[config.mk]
export PLATFORM = sky130hd
export DESIGN_NAME = wb_arbiter2
export DESIGN_NICKNAME = d
export VERILOG_FILES = /design/src/rtl/wb_arbiter2_pkg.sv /design/src/rtl/wb_watchdog.sv /design/src/rtl/wb_arbiter2.sv
export SDC_FILE = /design/constraint.sdc
export NUM_CORES = 1
export LEC_CHECK = 0
export CAP_MARGIN = 30
export CORE_AREA = 8 8 235 237
export CTS_CLUSTER_DIAMETER = 50
export DETAILED_ROUTE_END_ITERATION = 8
export DIE_AREA = 0 0 243 245
export GPL_ROUTABILITY_DRIVEN = 0
export PLACE_DENSITY = 0.38
export SKIP_LAST_GASP = 1
export SYNTH_ARGS = -nofsm -noshare
export SYNTH_HDL_FRONTEND = slang
export SYNTH_SLANG_ARGS = --single-unit
[constraint.sdc]
create_clock -name clk_i -period 2.1 [get_ports clk_i]
set_input_delay 0.315 -clock clk_i [delete_from_list [all_inputs] [get_ports clk_i]]
set_output_delay 0.315 -clock clk_i [all_outputs]
set_load 0.01 [all_outputs]
[src/rtl/wb_arbiter2_pkg.sv]
// Shared encodings for the two-master Wishbone arbiter and its watchdog.
// Grant encodings are one-hot so the state register drives grant_o directly.
package wb_arbiter2_pkg;

  typedef enum logic [1:0] {
    GRANT_IDLE = 2'b00,
    GRANT_M0   = 2'b01,
    GRANT_M1   = 2'b10
  } grant_t;

  localparam int WB_TIMEOUT_DEFAULT = 255;

endpackage

[src/rtl/wb_watchdog.sv]
// Bus watchdog: counts enabled cycles and pulses expire for one cycle at TIMEOUT.
// Expire is a decode of the registered count; the counter clears on expire or clear.
module wb_watchdog
  import wb_arbiter2_pkg::*;
#(
  parameter int TIMEOUT = WB_TIMEOUT_DEFAULT
) (
  input  logic clk_i,
  input  logic rst_i,
  input  logic en_i,
  input  logic clr_i,
  output logic expire_o
);

  localparam int CW = $clog2(TIMEOUT + 1);

  logic [CW-1:0] wd_cnt;

  assign expire_o = (wd_cnt == CW'(TIMEOUT));

  always_ff @(posedge clk_i) begin
    if (rst_i || clr_i || expire_o) begin
      wd_cnt <= '0;
    end else if (en_i) begin
      wd_cnt <= wd_cnt + CW'(1);
    end
  end

endmodule

[src/rtl/wb_arbiter2.sv]
// Two-master round-robin Wishbone arbiter with a hung-slave watchdog.
// Grant registers one cycle after cyc_i; the bus mux decodes combinationally from the grant.
module wb_arbiter2
  import wb_arbiter2_pkg::*;
#(
  parameter int ADR_WIDTH = 64,
  parameter int DAT_WIDTH = 64,
  parameter int SEL_WIDTH = DAT_WIDTH / 8,
  parameter int TIMEOUT   = WB_TIMEOUT_DEFAULT
) (
  input  logic                 clk_i,
  input  logic                 rst_i,
  input  logic                 m0_cyc_i,
  input  logic                 m0_stb_i,
  input  logic                 m0_we_i,
  input  logic [SEL_WIDTH-1:0] m0_sel_i,
  input  logic [ADR_WIDTH-1:0] m0_adr_i,
  input  logic [DAT_WIDTH-1:0] m0_dat_i,
  output logic [DAT_WIDTH-1:0] m0_dat_o,
  output logic                 m0_ack_o,
  output logic                 m0_err_o,
  input  logic                 m1_cyc_i,
  input  logic                 m1_stb_i,
  input  logic                 m1_we_i,
  input  logic [SEL_WIDTH-1:0] m1_sel_i,
  input  logic [ADR_WIDTH-1:0] m1_adr_i,
  input  logic [DAT_WIDTH-1:0] m1_dat_i,
  output logic [DAT_WIDTH-1:0] m1_dat_o,
  output logic                 m1_ack_o,
  output logic                 m1_err_o,
  output logic                 s_cyc_o,
  output logic                 s_stb_o,
  output logic                 s_we_o,
  output logic [SEL_WIDTH-1:0] s_sel_o,
  output logic [ADR_WIDTH-1:0] s_adr_o,
  output logic [DAT_WIDTH-1:0] s_dat_o,
  input  logic [DAT_WIDTH-1:0] s_dat_i,
  input  logic                 s_ack_i,
  input  logic                 s_err_i,
  output logic [1:0]           grant_o
);

  grant_t grant, grant_nxt;
  logic   last_owner, last_owner_nxt;
  logic   wd_en, wd_clr, wd_expire, wd_err;

  always_ff @(posedge clk_i) begin
    if (rst_i) begin
      grant      <= GRANT_IDLE;
      last_owner <= 1'b1;
    end else begin
      grant      <= grant_nxt;
      last_owner <= last_owner_nxt;
    end
  end

  // No preemption: an owner keeps the bus until it drops cyc, even across watchdog errors.
  always_comb begin
    grant_nxt      = grant;
    last_owner_nxt = last_owner;
    case (grant)
      GRANT_IDLE: begin
        if (m0_cyc_i && m1_cyc_i) grant_nxt = last_owner ? GRANT_M0 : GRANT_M1;
        else if (m0_cyc_i)        grant_nxt = GRANT_M0;
        else if (m1_cyc_i)        grant_nxt = GRANT_M1;
      end
      GRANT_M0: begin
        if (!m0_cyc_i) begin
          last_owner_nxt = 1'b0;
          grant_nxt      = m1_cyc_i ? GRANT_M1 : GRANT_IDLE;
        end
      end
      GRANT_M1: begin
        if (!m1_cyc_i) begin
          last_owner_nxt = 1'b1;
          grant_nxt      = m0_cyc_i ? GRANT_M0 : GRANT_IDLE;
        end
      end
      default: grant_nxt = GRANT_IDLE;
    endcase
  end

  assign grant_o = grant;

  // An ack landing on the expiry cycle means the slave did answer, so it suppresses the error.
  assign wd_err = wd_expire && !s_ack_i;

  always_comb begin
    s_cyc_o  = 1'b0;
    s_stb_o  = 1'b0;
    s_we_o   = 1'b0;
    s_sel_o  = '0;
    s_adr_o  = '0;
    s_dat_o  = '0;
    m0_dat_o = '0;
    m0_ack_o = 1'b0;
    m0_err_o = 1'b0;
    m1_dat_o = '0;
    m1_ack_o = 1'b0;
    m1_err_o = 1'b0;
    case (grant)
      GRANT_M0: begin
        s_cyc_o  = m0_cyc_i;
        s_stb_o  = m0_cyc_i && m0_stb_i;
        s_we_o   = m0_we_i;
        s_sel_o  = m0_sel_i;
        s_adr_o  = m0_adr_i;
        s_dat_o  = m0_dat_i;
        m0_dat_o = s_dat_i;
        m0_ack_o = s_ack_i;
        m0_err_o = s_err_i || wd_err;
      end
      GRANT_M1: begin
        s_cyc_o  = m1_cyc_i;
        s_stb_o  = m1_cyc_i && m1_stb_i;
        s_we_o   = m1_we_i;
        s_sel_o  = m1_sel_i;
        s_adr_o  = m1_adr_i;
        s_dat_o  = m1_dat_i;
        m1_dat_o = s_dat_i;
        m1_ack_o = s_ack_i;
        m1_err_o = s_err_i || wd_err;
      end
      default: ;
    endcase
  end

  assign wd_en  = s_cyc_o && s_stb_o && !s_ack_i && !s_err_i;
  assign wd_clr = !(s_cyc_o && s_stb_o) || s_ack_i || s_err_i || (grant_nxt != grant);

  wb_watchdog #(
    .TIMEOUT (TIMEOUT)
  ) u_watchdog (
    .clk_i    (clk_i),
    .rst_i    (rst_i),
    .en_i     (wd_en),
    .clr_i    (wd_clr),
    .expire_o (wd_expire)
  );

endmodule
==> results of run 1 <==
## flip-flops by register name, indices dropped and copies added, names as in the netlist
| name | count |
|---|---|
| u_watchdog.wd_cnt | 8 |
| grant_o | 2 |
| last_owner | 1 |
## synthesized netlist by cell type (3+ instances only)
cell / number / area [µm²]
nand4_1: 4 / 25.0
xor2_1: 4 / 35.0
a22oi_1: 138 / 1040
nor2b_1: 138 / 863
o21ai_0: 4 / 20.0
nand2b_1: 6 / 37.5
ha_1: 6 / 75.1
and2_1: 133 / 832
a21oi_1: 4 / 20.0
dfxtp_1: 11 / 220
nand3_1: 3 / 15.0
a2111oi_0: 3 / 26.3
nor3_1: 7 / 35.0
nor2_1: 6 / 22.5
nand2_1: 7 / 26.3
inv_1: 6 / 22.5
clkbuf_1: 62 / 233
## cell families after synthesis
family,synth area share [%]
AO/OA/AOI/OAI,31.8
XOR/XNOR,1.41
adder cells (fa/ha/maj),2.01
buffers and inverters,7.28
flip-flops,5.91
multiplexers,0.302
AND/OR/NAND/NOR,51.3
## power by group
group	internal, W	switching [W]
logic	0.00236	0.00177
clock network	0.000253	0.000107
registers	0.000219	0.0000102
total	0.00284	0.00189
## per-stage QoR
stage	hold slack, ps	cell area, µm²
after floorplan	384	3730
after global placement	436	11400
after detailed placement	444	11400
after CTS	449	11800
after global routing	506	12100
final	486	12100
## worst max-delay path: stages (launching register included)
cell and delay, ps:
dfxtp_4 350, buf_6 120, ha_4 170, buf_12 150
buf_6 110, buf_8 120, buf_6 120, buf_6 120
a22oi_2 180, nor2b_1 60, buf_2 140
## final timing paths
kind / from / endpoint / slack [ps] / depth (start not counted)
worst max-delay path: grant_o[1] / s_dat_o[41] / -100 / 10
worst min-delay path: u_watchdog.wd_cnt[0] / u_watchdog.wd_cnt[0] / 490 / 1
worst max register to register: grant_o[1] / u_watchdog.wd_cnt[4] / -10 / 8
worst min register to register: u_watchdog.wd_cnt[0] / u_watchdog.wd_cnt[0] / 490 / 1
## final cells by class
| type | count | area share (%) |
|---|---|---|
| Multi-Input combinational cell | 480 | 31.9 |
| Sequential cell | 11 | 1.86 |
| Timing Repair Buffer | 764 | 58.2 |
| Clock buffer | 3 | 0.621 |
| Inverter | 6 | 0.207 |
| Antenna cell | 3 | 0.0621 |
| Tap cell | 688 | 7.12 |
| Clock inverter | 1 | 0.0414 |
## what timing repair did
item / 4_1_cts / 5_1_grt
gates resized for setup: 723 / 252
pin swaps: 23 / 27
gates cloned: 10 / 1
setup buffers: 31 / 16
setup endpoints to repair: 278 / 199
## per-layer routing
| layer | track usage (%) | up-vias | routed length (µm) |
|---|---|---|---|
| li1 | - | 3387 | - |
| met1 | 13.5 | 3245 | 15200 |
| met2 | 24.2 | 386 | 21700 |
| met3 | 4.21 | 36 | 3580 |
| met4 | 1.78 | 4 | 620 |
| met5 | 0 | - | 27 |
## cells in the final DEF (no fill, tap or decap), drive strengths merged, types with 2 or more instances in the layout
| cell | netlist | final |
|---|---|---|
| nor2 | 6 | 6 |
| nand4 | 5 | 5 |
| o21ai | 4 | 4 |
| clkbuf | 62 | 44 |
| a22oi | 138 | 138 |
| ha | 6 | 6 |
| diode | 0 | 3 |
| dlygate4sd2 | 0 | 65 |
| a21oi | 4 | 4 |
| clkdlybuf4s15 | 0 | 32 |
| dlymetal6s2s | 0 | 5 |
| inv | 6 | 6 |
| bufbuf | 0 | 2 |
| a2111oi | 4 | 4 |
| dfxtp | 11 | 11 |
| nand2b | 6 | 6 |
| nor2b | 138 | 138 |
| nand2 | 7 | 7 |
| xor2 | 4 | 4 |
| and2 | 133 | 133 |
| clkdlybuf4s50 | 0 | 347 |
| xnor2 | 2 | 2 |
| and3 | 2 | 2 |
| nor3 | 7 | 7 |
| buf | 3 | 272 |
| nand3 | 3 | 3 |
==> summary.txt, run 1 <==
Finish
  – Finished Layout Cells: 1,956
  – Layout cell share with drive strength beyond 1: around 36%
  – Reg area: 225 µm²
  – # fillers: 5,820
  – Area grow syn2layout: 225%
  – Multi-input gate area: 0.00386 mm²
  – Finished Core Util: 23.4%
  – Final #Nets: 1,618

Place
  – Dpl cells: between 1,500 and 2,000
  – Pre-CTS setup slack: -225 ps
  – Port-buffer cells: 618
  – HPWL after DPL: 33,700 µm

Critical path
  – Crit-path max FO: 6
  – Setup CP Type: reg -> out
  – Worst EP arrival: 1890 ps
  – CP endpoint kind: output port
  – Crit path launch type: flop
  – Req. time, crit path: 1780 ps

Run
  – Max-Cap Viols: 0

Clock network
  – CTS root buf: clkbuf_16
  – Total CTS buffers: 3
  – CTS tree: built
  – Hold buffers post-CTS: 0
  – Clock slew at reported path FFs: roughly 50 ps
  – H-tree Lvls: 1
  – Worst skew pair latency: 240 ps
  – Clk buf depth: 2
  – CTS sink count: 11

STA
  – Final Max Slew Viols: 0
  – Endpoints failing setup: 29
  – Tmin final: 2200 ps
  – Max_slew headroom: 69.6%
  – Fin Setup TNS: -1560 ps
  – Skew final: approximately 1.7 ps
  – RSZ-0062 raised after global routing: true
  – Period utilisation layout: 105%
  – Worst Max-Slew Pin Slew: between 400 and 500 ps
  – Max frequency: 0.454 GHz
  – Crit path setup slack, layout: -103 ps
  – Final Hold Violating Endpoints: 0

Route
  – Wirelength per Cell: approximately 21 µm
  – Vias: 7,058
  – Starting DRC count in detailed routing: 180
  – Final ANT Viol Nets: 0
  – # DRC: 0
  – DRT Wirelength: 41,100 µm
  – 1st-pass router iterations: 4
  – Vias/cell: 3.61

Synth
  – Avg Cell Area, Syn: 6.63 µm²
  – Synth unique cells: 35
  – Post-synth EDFFs: 0
  – Mapped Cells: 562
  – Post-Syn Nets: 914
  – Async SR Flop Fraction: 0%
  – Yosys synthesis warning count: 0
  – Synth Flop Type: dfxtp_1
  – #FFs+latches synth: 11
  – Cell Area, Synth: 0.00373 mm²
  – Sequential fraction of the synthesis area: 5.91%

Status
  – Failing checks: negative setup slack
  – Status: finished, violations left

Floorplanning
  – Die width: around 240 µm
  – Core ar.: 0.0517 mm²
  – Starting density of the core: 7.21%
  – Die ar.: 0.0595 mm²
  – Placement row count: 84
  – Die height: 245 µm
  – Num ports: about 620

Global route
  – Global-route wire length before repair: 56,200 µm
  – Vias in the first global route: 7,643
  – Initial antenna violation count: 9
  – Total track usage: 12.6%
  – Pin count of the biggest net entering global routing: 38
  – Grt total ovfl: 0

Pwr
  – Pwr dens: 390 mW/mm²
  – Leakage power: ~5.1 nW
  – Total power: 0.00472 W
  – Maximum VDD drop: 0.224 mV

Hold path
  – Worst min-delay path category: reg -> reg
(Power assumes the default switching activity.)
==> run 2, diff against run 1 <==
Settings changed: SLEW_MARGIN from default to 40.
==> results of run 2 <==
Same layout as run 1: the final DEF is identical, and so are final timing and power.
==> run 3, diff against run 2 <==
Settings changed: TNS_END_PERCENT from default to 5.
==> summary.txt, run 3 (synthesis gave the netlist of run 1 again) <==
Status
  – Status: finished, violations left
  – Failing checks: negative setup slack

Route
  – 1st-pass router iterations: 5 (+1)
  – Wirelength per Cell: 19.4 µm (-7.5%)
  – Vias: 6,742 (-4.5%)
  – # DRC: 0 (unchanged)
  – Final ANT Viol Nets: 0 (unchanged)
  – Vias/cell: 3.53 (-2.1%)
  – DRT Wirelength: 37,100 µm (-9.8%)
  – Starting DRC count in detailed routing: 239 (+33%)

Critical path
  – CP peak stage delay: 560 ps (+210 ps)
  – Setup crit end: s_dat_o[57]
  – CP endpoint kind: output port
  – Critical R2R Capture: u_watchdog.wd_cnt[4]
  – CP bufs+invs: 4 (-3)
  – CP cell instances: buf_4 -> ha_4 -> buf_12 -> buf_12 -> a22oi_1 -> nor2b_1 -> clkdlybuf4s50_1
  – Slowest cell on the critical path: clkdlybuf4s50_1
  – Req. time, crit path: 1780 ps (about the same)
  – CP Depth: 7 (-3)
  – CP startpoint: grant_o[1]
  – R2R Setup Slk: -50 ps (-40 ps)
  – Worst-case reg-to-reg path depth: 8 (unchanged)
  – Critical Path Most Common Cell: buf_12
  – Crit path max-delay family: buffers and inverters
  – Crit-path max FO: 26 (+20)
  – Worst EP arrival: 2060 ps (+170 ps)
  – R2r startpoint: grant_o[1]
  – Setup CP Type: reg -> out
  – Crit path launch type: flop

Clock network
  – CTS root buf: clkbuf_16
  – CTS sink count: 11 (unchanged)
  – Worst skew pair latency: 240 ps (about the same)
  – CTS tree: built
  – Total CTS buffers: 3 (unchanged)
  – Hold buffers post-CTS: 0 (unchanged)
  – Clock slew at reported path FFs: 40 ps (about the same)
  – H-tree Lvls: 1 (unchanged)
  – Clk buf depth: 2 (unchanged)

Finish
  – Finished Core Util: 22.9% (-0.54 points)
  – Post-route cell area: 0.0118 mm² (-2.3%)
  – Most flops, register: u_watchdog.wd_cnt
  – Commonest non-fill, non-tap cell in the layout: clkdlybuf4s50_1
  – Number of flip-flops in the largest register: 8 (unchanged)
  – Layout cell share with drive strength beyond 1: 10.7% (-25 points)
  – Final #Nets: 1,572 (-2.8%)
  – Most frequent cells in the layout: clkdlybuf4s50_1, nor2b_1, and2_1
  – Area grow syn2layout: 217%

Global route
  – Total track usage: 11.2% (-1.4 points)
  – Initial antenna violation count: 3 (-6)
  – Pin count of the biggest net entering global routing: 27 (-29%)
  – Vias in the first global route: 7,314 (-4.3%)
  – Global-route wire length before repair: 51,500 µm (-8.5%)
  – Grt total ovfl: 0 (unchanged)

Pwr
  – Clock share of power: 7.9% (+0.3 points)
  – Combinational power share: 86.9% (-0.6 points)
  – Pwr dens: 374 mW/mm² (-4.2%)
  – Sw frac: 37.8% (-2.1 points)
  – Maximum VDD drop: 0.165 mV (-26%)
  – Leakage power: 4.85 nW (-4.3%)
  – Internal Power: 0.00275 W (-3.1%)
  – Part of the power in registers: 5.1% (+0.3 points)
  – Net Sw Power: 0.00167 W (-11%)

Floorplanning
  – Die width: 243 µm (unchanged)
  – Num ports: 619 (unchanged)
  – Core ar.: 0.0517 mm² (unchanged)
  – Placement row count: 84 (unchanged)
  – Die ar.: 0.0595 mm² (unchanged)
  – Die height: 245 µm (unchanged)
  – Starting density of the core: 7.21% (unchanged)

Place
  – HPWL after DPL: 32,000 µm (-5.1%)
  – DP Area: 0.0114 mm² (-0.26%)
  – Port-buffer cells: 618 (unchanged)
  – Pre-CTS setup slack: -257 ps (-31.8 ps)

STA
  – Max_slew headroom: 66.7% (-2.9 points)
  – Fin Hold WS: 448 ps (-37.5 ps)
  – RSZ-0062 raised after global routing: true
  – Endpoints failing setup: 226 (+680%)
  – Crit path setup slack, layout: -280 ps (-176 ps)
  – Worst Max-Slew Pin Slew: 500 ps (+54.5 ps)
  – Period utilisation layout: 113% (+8.4 points)
  – Skew final: 4.74 ps (+3.02 ps)
  – Max frequency: 0.420 GHz (-7.4%)
  – Final Max Slew Viols: 0 (unchanged)
  – Tmin final: 2380 ps (+176 ps)
  – Final Hold Violating Endpoints: 0 (unchanged)

Hold path
  – Worst min-delay path category: reg -> reg

Run
  – Max-Cap Viols: 0 (unchanged)
-- run 3: changes by cell type in the layout (fill, tap and decap cells not counted), moves of 12 or more --
cell,delta
clkdlybuf4s15_1,-27
buf_2,-121
buf_8,-12
clkbuf_2,-40
a22oi_1,+94
buf_6,-21
clkdlybuf4s50_1,+191
dlymetal6s2s_1,+34
a22oi_2,-94
dlygate4sd2_1,-32
-- run 3: final cells by class --
type                    count  area (µm²)
flip-flops and latches     11         221
multi-input cells         480        3310
well taps                 688         861
inverters                   6        22.5
fillers                  5729       39900
repair buffers            718        7320
clock buffers               3        75.1
clock inverters             1        5.00
diodes                      1        2.50
-- run 3: worst register-to-register path, stage by stage, from the launching register on --
cell	delay, ps
dfxtp_1	330
inv_2	80
ha_4	330
buf_4	140
nand4_1	160
a2111oi_4	450
nand4_1	160
xor2_1	170
nor4b_2	240
-- run 3: how the worst min path moves through the flow --
stage                                    start              endpoint  slack [ps]  cells after the start
after floorplan                          rst_i            grant_o[0]         390                      1
after global placement    u_watchdog.wd_cnt[0]  u_watchdog.wd_cnt[0]         440                      1
after detailed placement  u_watchdog.wd_cnt[0]  u_watchdog.wd_cnt[0]         450                      1
after CTS                 u_watchdog.wd_cnt[0]  u_watchdog.wd_cnt[0]         450                      1
after global routing      u_watchdog.wd_cnt[0]  u_watchdog.wd_cnt[0]         470                      1
final                     u_watchdog.wd_cnt[0]  u_watchdog.wd_cnt[0]         450                      1
-- run 3: routing by layer --
| layer | vias up | part of all wire (%) | wire [µm] | GRT usage (%) |
|---|---|---|---|---|
| met3 | 14 | 8.6 | 3200 | 3.78 |
| met1 | 3079 | 38 | 14000 | 12.1 |
| li1 | 3286 | - | - | - |
| met2 | 357 | 53 | 19700 | 21.7 |
| met5 | - | 0.094 | 35 | 0 |
| met4 | 6 | 0.49 | 181 | 1.09 |
-- run 3: power by group through the flow --
stage / sequential [W] / clock [W] / combinational, W
CTS: 0.000225 / 0.000360 / 0.00384
finish: 0.000227 / 0.000350 / 0.00384
global route: 0.000228 / 0.000369 / 0.00413
floorplan: 0.000234 / 0 / 0.00132
global placement: 0.000228 / 0 / 0.00374
detailed placement: 0.000228 / 0 / 0.00370
-- run 3: timing repair --
action,CTS,global route
setup buffers,3,5
resized for setup,55,52
pin swaps,5,4
cloned,2,3
endpoints found under the hold margin,0,0
endpoints found under the setup margin,274,275
-- run 3: through the flow --
| stage | total power [W] | TNS (ps) | instances |
|---|---|---|---|
| 3_5_place_dp | 0.00393 | -12470 | 1890 |
| 3_3_place_gp | 0.00397 | -12140 | 1890 |
| 5_1_grt | 0.00473 | -57600 | 1907 |
| 4_1_cts | 0.00442 | -58440 | 1899 |
| 2_1_floorplan | 0.00156 | -4240 | 562 |
| 6_report | 0.00442 | -35370 | 1908 |
